===== src/rtl/uart_tx_buf_if.sv =====
// Signal bundle between the system-side writer, the TX buffer and the TX controller.
// wr_en is a write-valid whose implicit ready is (!full || valid pop); tx_read_buf is a pop strobe honoured only when count != 0.
interface uart_tx_buf_if #(
  parameter int DATA_WIDTH = 8,
  parameter int ADDR_WIDTH = 4
);
  logic                  wr_en;
  logic [DATA_WIDTH-1:0] wr_data;
  logic                  tx_read_buf;
  logic [DATA_WIDTH-1:0] tx_data;
  logic                  tx_buf_not_empty;
  logic                  full;
  logic [ADDR_WIDTH:0]   count;
  logic                  overflow;
  logic                  underflow;

  modport master (
    output wr_en, wr_data, tx_read_buf,
    input  tx_data, tx_buf_not_empty, full, count, overflow, underflow
  );

  modport slave (
    input  wr_en, wr_data, tx_read_buf,
    output tx_data, tx_buf_not_empty, full, count, overflow, underflow
  );
endinterface


===== src/rtl/uart_tx_buf.sv =====
// Transmit byte FIFO feeding the UART TX controller; the popped word is held
// on a registered output for the whole frame until the next pop.
module uart_tx_buf #(
  parameter int DATA_WIDTH = 8,
  parameter int ADDR_WIDTH = 4
) (
  input logic          clock,
  input logic          reset,
  uart_tx_buf_if.slave bus
);
  localparam int DEPTH = 1 << ADDR_WIDTH;
  localparam logic [ADDR_WIDTH:0] FULL_COUNT = (ADDR_WIDTH+1)'(DEPTH);

  logic [DATA_WIDTH-1:0] mem [DEPTH];
  logic [ADDR_WIDTH-1:0] wr_ptr;
  logic [ADDR_WIDTH-1:0] rd_ptr;
  logic [ADDR_WIDTH:0]   count_q;
  logic [DATA_WIDTH-1:0] tx_data_q;
  logic                  overflow_q;
  logic                  underflow_q;
  logic                  pop_ok;
  logic                  wr_ok;
  logic                  wr_drop;

  // A pop frees a slot on the same edge, so a full buffer still accepts a write alongside a valid pop.
  always_comb begin
    pop_ok  = bus.tx_read_buf && (count_q != '0);
    wr_ok   = bus.wr_en && ((count_q != FULL_COUNT) || pop_ok);
    wr_drop = bus.wr_en && !wr_ok;
  end

  always_ff @(posedge clock) begin
    if (wr_ok) mem[wr_ptr] <= bus.wr_data;
  end

  always_ff @(posedge clock) begin
    if (reset) begin
      wr_ptr      <= '0;
      rd_ptr      <= '0;
      count_q     <= '0;
      tx_data_q   <= '0;
      overflow_q  <= 1'b0;
      underflow_q <= 1'b0;
    end else begin
      underflow_q <= bus.tx_read_buf && (count_q == '0);
      if (wr_drop) overflow_q <= 1'b1;
      if (wr_ok) wr_ptr <= wr_ptr + ADDR_WIDTH'(1);
      if (pop_ok) begin
        tx_data_q <= mem[rd_ptr];
        rd_ptr    <= rd_ptr + ADDR_WIDTH'(1);
      end
      case ({wr_ok, pop_ok})
        2'b10:   count_q <= count_q + (ADDR_WIDTH+1)'(1);
        2'b01:   count_q <= count_q - (ADDR_WIDTH+1)'(1);
        default: count_q <= count_q;
      endcase
    end
  end

  assign bus.tx_data          = tx_data_q;
  assign bus.count            = count_q;
  assign bus.tx_buf_not_empty = (count_q != '0);
  assign bus.full             = (count_q == FULL_COUNT);
  assign bus.overflow         = overflow_q;
  assign bus.underflow        = underflow_q;
endmodule


===== src/flat_wrapper.sv =====
// flat-port wrapper written by rule: the top's interface ports become plain ports
module uart_tx_buf_flat 
#(
  parameter int DATA_WIDTH = 8,
  parameter int ADDR_WIDTH = 4
)
  (clock, reset, bus_wr_en, bus_wr_data, bus_tx_read_buf, bus_tx_data, bus_tx_buf_not_empty, bus_full, bus_count, bus_overflow, bus_underflow);
  uart_tx_buf_if #(.DATA_WIDTH(DATA_WIDTH), .ADDR_WIDTH(ADDR_WIDTH)) bus_i ();
  input logic clock;
  input logic reset;
  input wire logic [$bits(bus_i.wr_en)-1:0] bus_wr_en;
  input wire logic [$bits(bus_i.wr_data)-1:0] bus_wr_data;
  input wire logic [$bits(bus_i.tx_read_buf)-1:0] bus_tx_read_buf;
  output wire logic [$bits(bus_i.tx_data)-1:0] bus_tx_data;
  output wire logic [$bits(bus_i.tx_buf_not_empty)-1:0] bus_tx_buf_not_empty;
  output wire logic [$bits(bus_i.full)-1:0] bus_full;
  output wire logic [$bits(bus_i.count)-1:0] bus_count;
  output wire logic [$bits(bus_i.overflow)-1:0] bus_overflow;
  output wire logic [$bits(bus_i.underflow)-1:0] bus_underflow;
  assign bus_i.wr_en = bus_wr_en;
  assign bus_i.wr_data = bus_wr_data;
  assign bus_i.tx_read_buf = bus_tx_read_buf;
  assign bus_tx_data = bus_i.tx_data;
  assign bus_tx_buf_not_empty = bus_i.tx_buf_not_empty;
  assign bus_full = bus_i.full;
  assign bus_count = bus_i.count;
  assign bus_overflow = bus_i.overflow;
  assign bus_underflow = bus_i.underflow;
  uart_tx_buf #(.DATA_WIDTH(DATA_WIDTH), .ADDR_WIDTH(ADDR_WIDTH)) u_core (.clock(clock), .reset(reset), .bus(bus_i));
endmodule

===== config.mk =====
export PLATFORM = sky130hd
export DESIGN_NAME = uart_tx_buf_flat
export DESIGN_NICKNAME = d
export VERILOG_FILES = /design/src/rtl/uart_tx_buf_if.sv /design/src/rtl/uart_tx_buf.sv /design/src/flat_wrapper.sv
export SDC_FILE = /design/constraint.sdc
export NUM_CORES = 1
export LEC_CHECK = 0
export ABC_AREA = 1
export CORE_MARGIN = 4
export CORE_UTILIZATION = 55
export CTS_CLUSTER_DIAMETER = 150
export DETAILED_ROUTE_END_ITERATION = 6
export PLACE_DENSITY = 0.7
export SETUP_SLACK_MARGIN = 0.3
export SLEW_MARGIN = 40
export SYNTH_ARGS = -nofsm -noshare
export SYNTH_HDL_FRONTEND = slang
export SYNTH_SLANG_ARGS = --single-unit

===== constraint.sdc =====
create_clock -name clock -period 2.4 [get_ports clock]
set_input_delay 0.48 -clock clock [delete_from_list [all_inputs] [get_ports clock]]
set_output_delay 0.48 -clock clock [all_outputs]
set_load 0.03 [all_outputs]

[After elaboration in Yosys (flattened, before gate mapping)]
Memory sizes are Yosys's and may differ from the RTL's. A register that Yosys moved wholly into a read port is not among the register bits.
Cells that the tools add are included.
Cells by class
  reductions and logical operators: 9
  equal/unequal tests: 4
  add/sub/neg operators: 4
  mux-type cells: 3
Operator list (count)
  one-hot mux 5 bit (2 select lines): 1
  adder 4 x 1 -> 4 bit (second input constant): 2
  adder 5 x 1 -> 5 bit (second input constant): 1
  equality test 5 bit (second input constant): 1
  logical NOT 5 bit: 1
  inequality test 5 bit (second input constant): 1
  nonzero test 5 bit: 1
  subtractor 5 x 1 -> 5 bit (second input constant): 1
  logical AND 1 bit: 4
  equality test 2 x 1 -> 1 bit (second input constant): 1
  equality test 2 bit (second input constant): 1
  2-to-1 mux 1 bit: 2
  nonzero test 2 bit: 1
  logical NOT 1 bit: 1
  logical OR 1 bit: 1
Word-level totals
  RAM bits: 128
  register bits after elaboration: 15
  memories: 1
  input bits: 12
Memories
  u_core.mem: words 16, width 8, read ports 1, clocked after Yosys merged registers in 1, write ports 1, RTL line uart_tx_buf.sv:14  | logic [DATA_WIDTH-1:0] mem [DEPTH];

[Logic depth before layout (Yosys ltp)]
  word-level depth: 6
  gate-level depth with buffers: 16
  gate-level depth less buffers: 16

[Worst setup path after synthesis]
OpenSTA, ideal clock, no wires.
  path type: flip-flop to flip-flop
  from: register u_core.count_q[4] (netlist: u_core.bus.count[4])
  to: register u_core.count_q[4] (netlist: u_core.bus.count[4])
  required time: 2329 ps
  path buffers: 0
  setup slack: -19 ps
  clock period less this slack: 2419 ps
  library setup time: 71 ps
  cell stages (with the launch flop): 16
  arrival: 2349 ps
  cell sequence: dfxtp_1 -> inv_1 -> nor2_2 -> nand2_1 -> nand2_2 -> ha_1 -> xor2_1 -> ha_1 -> inv_1 -> nand2_1 -> nand3_1 -> nand2_1 -> nand2_1 -> nand2_1 -> nand2_1 -> a21oi_1
Between the ends
  cells in the longest elaborated chain, start to end: 6
RTL lines
  start: declaration: RTL line uart_tx_buf.sv:17  | logic [ADDR_WIDTH:0] count_q;
  start signal: assignment: RTL line uart_tx_buf.sv:53  | 2'b10: count_q <= count_q + (ADDR_WIDTH+1)'(1);
  start signal: assignment: RTL line uart_tx_buf.sv:54  | 2'b01: count_q <= count_q - (ADDR_WIDTH+1)'(1);
  start signal: assignment: RTL line uart_tx_buf.sv:55  | default: count_q <= count_q;
  nonzero test 5 bit: RTL line uart_tx_buf.sv:27  | pop_ok = bus.tx_read_buf && (count_q != '0);
  logical AND 1 bit: RTL line uart_tx_buf.sv:27
  logical OR 1 bit: RTL line uart_tx_buf.sv:28  | wr_ok = bus.wr_en && ((count_q != FULL_COUNT) || pop_ok);
  logical AND 1 bit: RTL line uart_tx_buf.sv:28
  equality test 2 x 1 -> 1 bit or equality test 2 bit (tied branches): RTL line uart_tx_buf.sv:52  | case ({wr_ok, pop_ok})
  one-hot mux 5 bit (2 select lines) or nonzero test 2 bit (tied branches)
Several ways; a longest one is shown, not always the timed one.
A chain may end at the register's enable or synchronous reset.

[Worst setup path after layout]
  from: register u_core.count_q[2] (netlist: u_core.bus.count[2])
  to: register u_core.count_q[4] (netlist: u_core.bus.count[4])
Same word-level chain as after synthesis.

==> flow_summary.yaml <==
outcome:
  status: "complete, no violations"
setup_path:
  worst-path-max-fanout: 5
  timing.rr.start: "u_core.bus.count[2]"
  cp.required_ps: 2740
  crit_start: "u_core.bus.count[2]"
  arrival_ps: 2360
  end_kind: "register"
  worstSetupStartpointType: "register"
  path_class: "register to register"
routing:
  drt_wl_total_um: 14600
  vias: 4648
  viasPerCell: 5.29
  drc: 0
  drtPass1Iterations: 5
  post_drt_wl_per_cell_um: 16.7
  drt_iter0_markers: 507
  postRouteAntennaNets: 0
logic_synthesis:
  syn_area_um2: 6630
  syn_avg_cell_area_um2: 9.78
  synth_top_cell_by_area: "edfxtp_1"
  yosys-top-cells-area: "edfxtp_1 (58%), nand2_1 (11%), nand3_1 (7.3%)"
  synth.distinct_cells: 23
  ys_seq_area_share_pct: 64.9
  yosysWarnings: 0
  synth_top_area_share_pct: 58.0
  ys_seq_elements: 151
  syn-num-nets: 698
  synth_cells: 678
timing:
  period_minus_slack_ps: 2020
  finalHoldViolations: 0
  finalCritPeriodShare_pct: 84.3
  fmax_mhz: 495
  max_slew_margin_pct: 45.3
  finalHoldWorstSlack_ps: 504
  skew_ps: 12.1
  setup_viol_count_final: 0
  rsz0062_at_grt: "true"
  final-max-slew-violation-count: 0
  tightest_slew_ps: 818
clock_tree:
  clk_pin_slew_worst_paths_ps: 60
  clock_latency_ps: 420
  clock-sinks: 151
  cts_root_buffer: "clkbuf_16"
  cts_made_buffers: 17
  cts_buffer_depth: 2
  tritoncts: "built"
  ctsHtreeMaxLevel: 4
layout:
  fin_nets: 742
  utilization_pct: 67.6
  finalNonFillerCells: 878
  num-fill-cells: 860
  layout_common_cells: "nand2_1 (199), edfxtp_1 (128), nand3_1 (95)"
  drive_gt1_share_pct: 11.6
  antennaDiodeCount: 0
  mostFrequentLayoutCell: "nand2_1"
  area_growth_syn_to_layout_pct: 18.4
floorplanning:
  placementRows: 39
  dieArea_um2: 13900
  io_pins: 29
  dieWidth_um: 118
  initial_core_util_pct: 57.1
  core-area_um2: 11600
  fp.dieH_um: 118
power_and_ir_drop:
  cellInternalPower_mw: 5.54
  power-per-cell-area_nw_per_um2: 1050
  seq_power_share_pct: 38.1
  cellLeakagePower_nw: 3.29
  ir_drop_mv: 0.604
  p_comb_share_pct: 28.8
  p_clk_share_pct: 33.1
  p_sw_share_pct: 32.8
  p_switching_mw: 2.71
placement:
  port_buffers: 28
  gp_congestion: 0.880
  dpl.hpwl_um: 9480
  dp.cells: 843
worst_hold_path:
  worstHoldStart: "u_core.bus.overflow"
  hold_path_class: "register to register"
grt:
  grt.total_usage_pct: 21.7
  grt_first_pass_wirelength_um: 23200
  grt_max_degree: 49
  gr-total-overflow: 0
  grt_pass1_vias: 4655
  antenna_found_initial: 0
run:
  cap_violations: 0
-- synthesized netlist by cell type, drive strengths merged --
cell type  instances
nand2            205
edfxtp           128
nand3             97
inv               95
nor2              51
buf               24
dfxtp             23
o21ai             16
a21oi             13
ha                 8
clkbuf             6
xor2               6
clkinv             2
a21boi             1
a31oi              1
nand4              1
nor3               1
-- power by group through the flow --
| stage | sequential [mW] | clock, mW | combinational [mW] |
|---|---|---|---|
| CTS | 3.14 | 2.76 | 2.30 |
| finish | 3.14 | 2.73 | 2.37 |
| global route | 3.16 | 2.87 | 2.62 |
| global placement | 3.18 | 0 | 2.24 |
| detailed placement | 3.19 | 0 | 2.28 |
| floorplan | 3.33 | 0 | 1.46 |
-- flip-flops by register name, summed over array words and instances (netlist names) --
signal and count:
u_core.mem 128, u_core.bus.tx_data 8, u_core.bus.count 5, u_core.rd_ptr 4
u_core.wr_ptr 4, u_core.bus.overflow 1, u_core.bus.underflow 1
-- worst paths after layout --
kind                              end  slack, ps  cells past startpoint
hold / removal    u_core.bus.overflow        500                      2
hold reg to reg   u_core.bus.overflow        500                      2
setup reg to reg  u_core.bus.count[4]        380                     16
setup / recovery  u_core.bus.count[4]        380                     16
-- stage by stage --
step,worst slack [ps],power [mW],TNS (ps),area [µm²]
6_report,378,8.25,0,7850
3_3_place_gp,57.5,5.42,0,7180
3_5_place_dp,-65.1,5.47,-65.1,7180
2_1_floorplan,283,4.79,0,6690
5_1_grt,248,8.65,0,7850
4_1_cts,304,8.20,0,7790
-- worst max-delay path, cell delays in order, from the launching register on --
cell and delay (ps):
dfxtp_4 370, nor2_4 120, buf_4 120, nand4_4 110, nand2_4 100, inv_2 50, ha_4 180, xor2_2 160
ha_2 210, inv_2 40, nand2_4 70, nand3_4 80, nand2_2 70, nand2_1 40, nand2_1 50, nand2_1 40
a21oi_1 120
-- kinds of logic after synthesis --
group / synth area share [%]
and+or+nand+nor: 22.2
DFF: 64.9
buffers and inverters: 8.14
adders and majority gates: 1.51
AOI/OAI and AO/OA: 2.40
xor gates and xnor gates: 0.793
-- layout make-up --
type | instances | area [µm²] | share of cell area (%)
inverters | 97 | 364 | 4.64
clock inverters | 14 | 183 | 2.33
flip-flops and latches | 151 | 4320 | 55.0
multi-input cells | 400 | 1870 | 23.9
repair buffers | 55 | 505 | 6.44
well taps | 143 | 179 | 2.28
clock buffers | 18 | 429 | 5.47
-- per-layer routing --
metal,track usage [%],share of wire [%],vias up
met3,4.04,7.2,19
li1,-,-,2278
met2,36.6,50,162
met4,9.23,1.7,0
met1,27.6,41,2189
met5,0,0,-
-- what timing repair did --
action                                  CTS  global route
endpoints found under the setup margin    3             4
pin swaps                                 0             9
gates resized for setup                   3            11
hold buffers                              0             0
setup buffers                             0             3
Power figures use the tool's default switching activity.
